File: config.mk
export PLATFORM = sky130hd
export DESIGN_NAME = addsub_step_counter_flat
export DESIGN_NICKNAME = d
export VERILOG_FILES = /design/src/rtl/addsub_step_counter_if.sv /design/src/rtl/addsub_step_counter.sv /design/src/flat_wrapper.sv
export SDC_FILE = /design/constraint.sdc
export NUM_CORES = 1
export LEC_CHECK = 0
export ABC_AREA = 1
export BUFFER_PORTS_ARGS = -buffer_cell sky130_fd_sc_hd__buf_2
export CORE_MARGIN = 3
export CORE_UTILIZATION = 46
export CTS_CLUSTER_DIAMETER = 150
export DETAILED_ROUTE_END_ITERATION = 16
export PLACE_DENSITY = 0.78
export SYNTH_ARGS = -nofsm -noshare
export SYNTH_HDL_FRONTEND = slang
export SYNTH_SLANG_ARGS = --single-unit
File: constraint.sdc
create_clock -name clk -period 1.6 [get_ports clk]
set_input_delay 0.32 -clock clk [delete_from_list [all_inputs] [get_ports clk]]
set_output_delay 0.32 -clock clk [all_outputs]
set_load 0.03 [all_outputs]
File: src/rtl/addsub_step_counter_if.sv
// Control/status bundle for addsub_step_counter: step commands in, registered count and flags out.
interface addsub_step_counter_if #(
  parameter int unsigned WIDTH  = 8,
  parameter int unsigned STEP_W = 4
);
  logic              en;
  logic              mode;
  logic [STEP_W-1:0] step;
  logic              load;
  logic [WIDTH-1:0]  load_val;
  logic [WIDTH-1:0]  count;
  logic              wrap;
  logic              zero;

  modport master (
    output en, mode, step, load, load_val,
    input  count, wrap, zero
  );

  modport slave (
    input  en, mode, step, load, load_val,
    output count, wrap, zero
  );
endinterface

File: src/rtl/addsub_step_counter.sv
// Registered up/down step counter on a two's-complement add/sub datapath.
// Define ADDSUB_SATURATE_EN to clamp at 0 / 2^WIDTH-1 instead of wrapping.
module addsub_step_counter #(
  parameter int unsigned WIDTH   = 8,
  parameter int unsigned STEP_W  = 4,
  parameter int unsigned RST_VAL = 0
) (
  input logic                  clk,
  input logic                  rst_n,
  addsub_step_counter_if.slave bus
);

  localparam logic [WIDTH-1:0] RstCount = WIDTH'(RST_VAL);

  logic [WIDTH-1:0] count_q, count_d;
  logic             wrap_q, wrap_d;
  logic             zero_q, zero_d;

  logic [WIDTH-1:0] ext;
  logic [WIDTH-1:0] b;
  logic [WIDTH:0]   sum;
  logic             c;
  logic [WIDTH-1:0] s;
  logic             wrap_next;
  logic [WIDTH-1:0] step_res;

  // Subtraction is count + ~ext + 1; mode doubles as the carry-in.
  always_comb begin
    ext       = WIDTH'(bus.step);
    b         = ext ^ {WIDTH{bus.mode}};
    sum       = {1'b0, count_q} + {1'b0, b} + (WIDTH + 1)'(bus.mode);
    c         = sum[WIDTH];
    s         = sum[WIDTH-1:0];
    // Down-counting borrows when the inverted-operand add produces no carry.
    wrap_next = bus.mode ? ~c : c;
`ifdef ADDSUB_SATURATE_EN
    if (wrap_next) begin
      step_res = bus.mode ? '0 : '1;
    end else begin
      step_res = s;
    end
`else
    step_res  = s;
`endif
  end

  always_comb begin
    count_d = count_q;
    wrap_d  = 1'b0;
    zero_d  = zero_q;
    if (bus.load) begin
      count_d = bus.load_val;
      zero_d  = (bus.load_val == '0);
    end else if (bus.en) begin
      count_d = step_res;
      wrap_d  = wrap_next;
      zero_d  = (step_res == '0);
    end
  end

  always_ff @(posedge clk or negedge rst_n) begin
    if (!rst_n) begin
      count_q <= RstCount;
      wrap_q  <= 1'b0;
      zero_q  <= (RstCount == '0);
    end else begin
      count_q <= count_d;
      wrap_q  <= wrap_d;
      zero_q  <= zero_d;
    end
  end

  assign bus.count = count_q;
  assign bus.wrap  = wrap_q;
  assign bus.zero  = zero_q;

endmodule

File: src/flat_wrapper.sv
// flat-port wrapper written by rule: the top's interface ports become plain ports
module addsub_step_counter_flat 
#(
  parameter int unsigned WIDTH   = 8,
  parameter int unsigned STEP_W  = 4,
  parameter int unsigned RST_VAL = 0
)
  (clk, rst_n, bus_en, bus_mode, bus_step, bus_load, bus_load_val, bus_count, bus_wrap, bus_zero);
  addsub_step_counter_if #(.WIDTH(WIDTH), .STEP_W(STEP_W)) bus_i ();
  input logic clk;
  input logic rst_n;
  input wire logic [$bits(bus_i.en)-1:0] bus_en;
  input wire logic [$bits(bus_i.mode)-1:0] bus_mode;
  input wire logic [$bits(bus_i.step)-1:0] bus_step;
  input wire logic [$bits(bus_i.load)-1:0] bus_load;
  input wire logic [$bits(bus_i.load_val)-1:0] bus_load_val;
  output wire logic [$bits(bus_i.count)-1:0] bus_count;
  output wire logic [$bits(bus_i.wrap)-1:0] bus_wrap;
  output wire logic [$bits(bus_i.zero)-1:0] bus_zero;
  assign bus_i.en = bus_en;
  assign bus_i.mode = bus_mode;
  assign bus_i.step = bus_step;
  assign bus_i.load = bus_load;
  assign bus_i.load_val = bus_load_val;
  assign bus_count = bus_i.count;
  assign bus_wrap = bus_i.wrap;
  assign bus_zero = bus_i.zero;
  addsub_step_counter #(.WIDTH(WIDTH), .STEP_W(STEP_W), .RST_VAL(RST_VAL)) u_core (.clk(clk), .rst_n(rst_n), .bus(bus_i));
endmodule
Yosys cells after proc, flatten, opt, wreduce, memory -nomap -nowiden
Index checks and enable logic that the tools add are counted. W data, S select, Z words.

Bits in registers: 10. Input bits: 17. Output and inout bits: 10. Word-level logic and storage cells: 17.

Add/sub/neg operators: 2. Multiplexer cells: 7. Bitwise logic cells: 2. Reduce and logical (&&, ||, !) cells: 3.

Operator list (number): $logic_not A8 Y1 (2); $mux W8 (2); $add A8 B8 Y9 (1); $add A9 B1 Y9 (1); $xor A4 B8 Y8 (1); $mux W1 (5); $reduce_bool A2 Y1 (1); $not A1 Y1 (1).

Depth between registers and ports, before layout
Depth after elaboration: 7. Depth in mapped cells: 13. Depth with buffers taken out: 12.

Least setup slack after synthesis
Ideal clock, no wire load.

Path kind: register -> register. Start: reg u_core.count_q[0] (netlist: u_core.bus.count[0]). End: reg u_core.zero_q (netlist: u_core.bus.zero). Setup time: 68 ps. Arrival: 1797 ps. Required time: 1532 ps. Setup slack: -265 ps. Stages on the path, launching flop included: 11. Buffers on the path: 0. Clock period less this slack: 1865 ps. Cell sequence: dfrtp_1 > nand2_1 > nand2_4 > fa_1 > nor2_1 > nand3_1 > nor2_1 > nand3_1 > nor2_1 > nand3_2 > a21oi_2.

Word-level cells in the longest chain between the ends: 5.

RTL lines: start, declared (RTL line addsub_step_counter.sv:15) `logic [WIDTH-1:0] count_q, count_d;`; start signal, assigned (RTL line addsub_step_counter.sv:63) `count_q <= RstCount;`; start signal, assigned (RTL line addsub_step_counter.sv:67) `count_q <= count_d;`; $add A8 B8 Y9 (RTL line addsub_step_counter.sv:31) `sum = {1'b0, count_q} + {1'b0, b} + (WIDTH + 1)'(bus.mode);`; $add A9 B1 Y9 (RTL line addsub_step_counter.sv:31); $logic_not A8 Y1 (RTL line addsub_step_counter.sv:57) `zero_d = (step_res == '0);`; $mux W1 (RTL line addsub_step_counter.sv:54) `end else if (bus.en) begin`; $mux W1 (RTL line addsub_step_counter.sv:51) `if (bus.load) begin`; end signal, assigned (RTL line addsub_step_counter.sv:65) `zero_q <= (RstCount == '0);`; end signal, assigned (RTL line addsub_step_counter.sv:69) `zero_q <= zero_d;`; end, declared (RTL line addsub_step_counter.sv:17) `logic zero_q, zero_d;`.

No other way between the ends. The select of a mux whose other input is x is not followed. A chain may end at the register's enable or synchronous reset.

Worst setup path after layout
Ends and elaborated chain as after synthesis.

==> results by group <==
Die
  • Standard-cell rows: 15
  • Die area: 2660 sq um
  • Die Y-Extent: 51.6 um
  • Starting Density: 52.0%
  • Boundary Pins: 27
  • Die W: 51.6 um
  • Core area: 1840 sq um

Logic synthesis
  • Top cells by area, synth: dfrtp_1 24%, nand2_1 16%, ha_1 9.2%
  • Yosys top cell by area: dfrtp_1
  • Post-synthesis xor/xnor area fraction: 3.66%
  • Synth Area in Compound Gates: 11.2%
  • Primary FF master, synth: dfrtp_1
  • Synthesized cell area: 957 sq um
  • Post-Syn Area per Cell: 6.99 sq um
  • Combinational family with the most area after synthesis: simple AND/OR/NAND/NOR gates
  • Synth cell types: 30
  • Flops & latches, synth: 10
  • Seq/Total Area, Yosys: 26.3%
  • Simple-Gate Fraction of Synth Area: 38.4%
  • Multiplexer share of the synthesized area: 0%
  • Post-synth top area share: 23.5%
  • Adder-Cell Fraction of Synth Area: 11.2%
  • Post-synth ARST share: 100%
  • Yosys warning total: 0
  • Number of synthesized flops with an enable pin: 0
  • Syn Nets: 162
  • Post-Synthesis Cells: 137

Detailed routing
  • Initial drt markers: 25
  • Vias per std cell: 5.16
  • Routed Antenna Nets: 0
  • Routed len/inst: 13.5 um
  • Pre-Repair DR Iteration Count: 4
  • Detailed Route WL: 2.83 mm
  • DR vias: 1084
  • # DRC: 0

Critical path
  • Crit path launch type: flop
  • Crit Path Max Fanout: 2
  • WP data required: 1.82 ns
  • Critical Path Source: u_core.bus.count[0]
  • Nature of the critical path endpoint: flop
  • Crit Path Category: flop to flop
  • Critical path arrival: 1.90 ns
  • Critical path endpoint: u_core.bus.zero
  • Reg2reg setup slack: -0.09 ns
  • Reg2reg start: u_core.bus.count[0]
  • RR Endpoint: u_core.bus.zero
  • FF-to-FF path depth: 10

Placement
  • Placed insts: 204
  • GP Congestion: 0.843
  • Post-DP HPWL: 2.17 mm
  • Port bufs: 26

Global route
  • Total grt overflow: 0
  • Largest net degree at the start of global routing: 13
  • GRT Overall Usage: 21.8%
  • Most Crowded Layer GR: met2
  • Met2 Resource Use GR: 39.4%
  • Initial antenna violation count: 0
  • Vias in the first global route: 1025
  • First-pass GRT wire length: 4.31 mm
  • Met1 Usage GRT: 26.4%
  • M3 GR Usage: 2.87%

STA
  • Worst-Margin Slew: 0.336 ns
  • Unrepaired setup endpoints after global routing: true
  • Final period util: 105%
  • Final setup violation count: 1
  • Fin crit period: 1.69 ns
  • Slew HR: 77.6%
  • Fmax: 593 MHz
  • Worst hold slack: 0.269 ns
  • Fin. Hold Viols: 0
  • Clk_skew: 0.00689 ns
  • Setup ws final: -0.0854 ns
  • Max-slew violation count: 0

Run
  • Max Cap Viol: 0

Power
  • Overall Power: 1.39 mW
  • VDD IR max: 0.599 mV
  • Leakage power total: 0.742 nW
  • Pwr/cell area: 1000 nW/um^2

Clocking
  • Root Driver: clkbuf_4
  • CTS Buffer Depth: 2
  • Clk sinks: 10
  • Htree depth: 1
  • CTS tree: yes
  • CTS Buf Count: 3
  • Clock Pin Slew Worst Setup and Hold Paths: 0.09 ns
  • Worst-Skew Late Latency: 0.29 ns

Cells and area
  • Antenna diodes: 0
  • Final non-filler cell total: 210
  • Synthesis-to-layout area growth: 44.8%
  • Share of layout cells above drive strength 1: 43.2%
  • Layout Nets: 211

Outcome
  • Failing checks: negative setup slack
  • Status: finished, violations left

Hold path
  • Worst Hold Class: input pin to flop
[layout make-up]
class | instances | area [sq um]
inverter | 19 | 71.3
clock buffer | 4 | 36.3
tap | 25 | 31.3
timing repair buffer | 46 | 289
multi-input combinational | 106 | 706
fill | 150 | 453
sequential | 10 | 253
[cell usage in the layout (no fill, tap or decap), types with 2 or more instances in the layout]
| master | netlist | final |
|---|---|---|
| a21oi_1 | 2 | 2 |
| a21oi_2 | 3 | 2 |
| a22oi_1 | 3 | 3 |
| buf_2 | 1 | 25 |
| buf_4 | 0 | 19 |
| clkbuf_4 | 0 | 3 |
| dfrtp_1 | 9 | 8 |
| ha_1 | 7 | 4 |
| ha_4 | 0 | 3 |
| inv_1 | 17 | 16 |
| inv_2 | 2 | 3 |
| nand2_1 | 41 | 35 |
| nand2_2 | 4 | 10 |
| nand2_4 | 2 | 2 |
| nand3_1 | 10 | 10 |
| nand3_2 | 2 | 2 |
| nand4_1 | 3 | 3 |
| nor2_1 | 11 | 10 |
| nor2_2 | 2 | 3 |
| nor4_1 | 2 | 2 |
| xor2_1 | 4 | 3 |
[synthesized netlist by cell type (2+ instances only)]
library cell,number
a21oi_1,2
a21oi_2,3
a22oi_1,3
dfrtp_1,9
ha_1,7
inv_1,17
inv_2,2
nand2_1,41
nand2_2,4
nand2_4,2
nand3_1,10
nand3_2,2
nand4_1,3
nor2_1,11
nor2_2,2
nor4_1,2
xor2_1,4
[metal layers]
metal,share of wire [%],vias to the layer above
li1,-,547
met1,41,505
met2,53,25
met3,4.1,7
met4,1.7,0
met5,0,-
[metrics by stage]
stage	cell area [sq um]	TNS [ns]	util [%]	setup WS (ns)
4_1_cts	1310	-0.0941	71.4	-0.0941
6_report	1390	-0.0854	75.4	-0.0854
3_5_place_dp	1260	-1.50	68.7	-0.323
5_1_grt	1390	-0.407	75.4	-0.210
3_3_place_gp	1260	-1.28	68.7	-0.271
2_1_floorplan	983	-0.145	-	-0.145
[logic make-up after synthesis]
group / Yosys count
buf+inv: 21
simple gates: 79
xor+xnor: 4
fa+ha+maj: 8
compound gates: 15
flops: 10
[worst min path at each step]
stage | startpoint | endpoint | slack [ns] | depth (start not counted)
after detailed placement | rst_n | u_core.bus.count[3] | 0.20 | 1
after CTS | bus_load_val[4] | u_core.bus.count[4] | 0.28 | 3
after global placement | rst_n | u_core.bus.count[3] | 0.19 | 1
after global routing | bus_load_val[3] | u_core.bus.count[3] | 0.30 | 3
final | bus_load_val[4] | u_core.bus.count[4] | 0.27 | 3
after floorplan | rst_n | u_core.bus.count[0] | 0.02 | 0
[what timing repair did]
action / in CTS / in global routing
setup buffers: 0 / 1
setup endpoints to repair: 2 / 6
resized for setup: 1 / 14
hold buffers: 1 / 0
pin swaps: 1 / 8
hold endpoints to repair: 9 / 0
[critical path, stage by stage, from the launching register on]
cell	delay (ns)
dfrtp_2	0.42
nand2_2	0.08
nand2_4	0.06
fa_2	0.41
nor2_2	0.11
nand3_1	0.08
nor2_1	0.09
nand3_1	0.07
nor2_1	0.11
nand3_2	0.09
a21oi_2	0.12
[state kept, by name (all words and copies together) (netlist names)]
name,count
u_core.bus.zero,1
u_core.bus.count,8
u_core.bus.wrap,1
[where the power goes]
part | total [mW] | switching (mW) | internal [mW]
Sequential | 0.329 | 0.0388 | 0.290
Combinational | 0.803 | 0.456 | 0.347
Clock | 0.255 | 0.116 | 0.139
Total | 1.39 | 0.611 | 0.775
(Power assumes the default switching activity.)
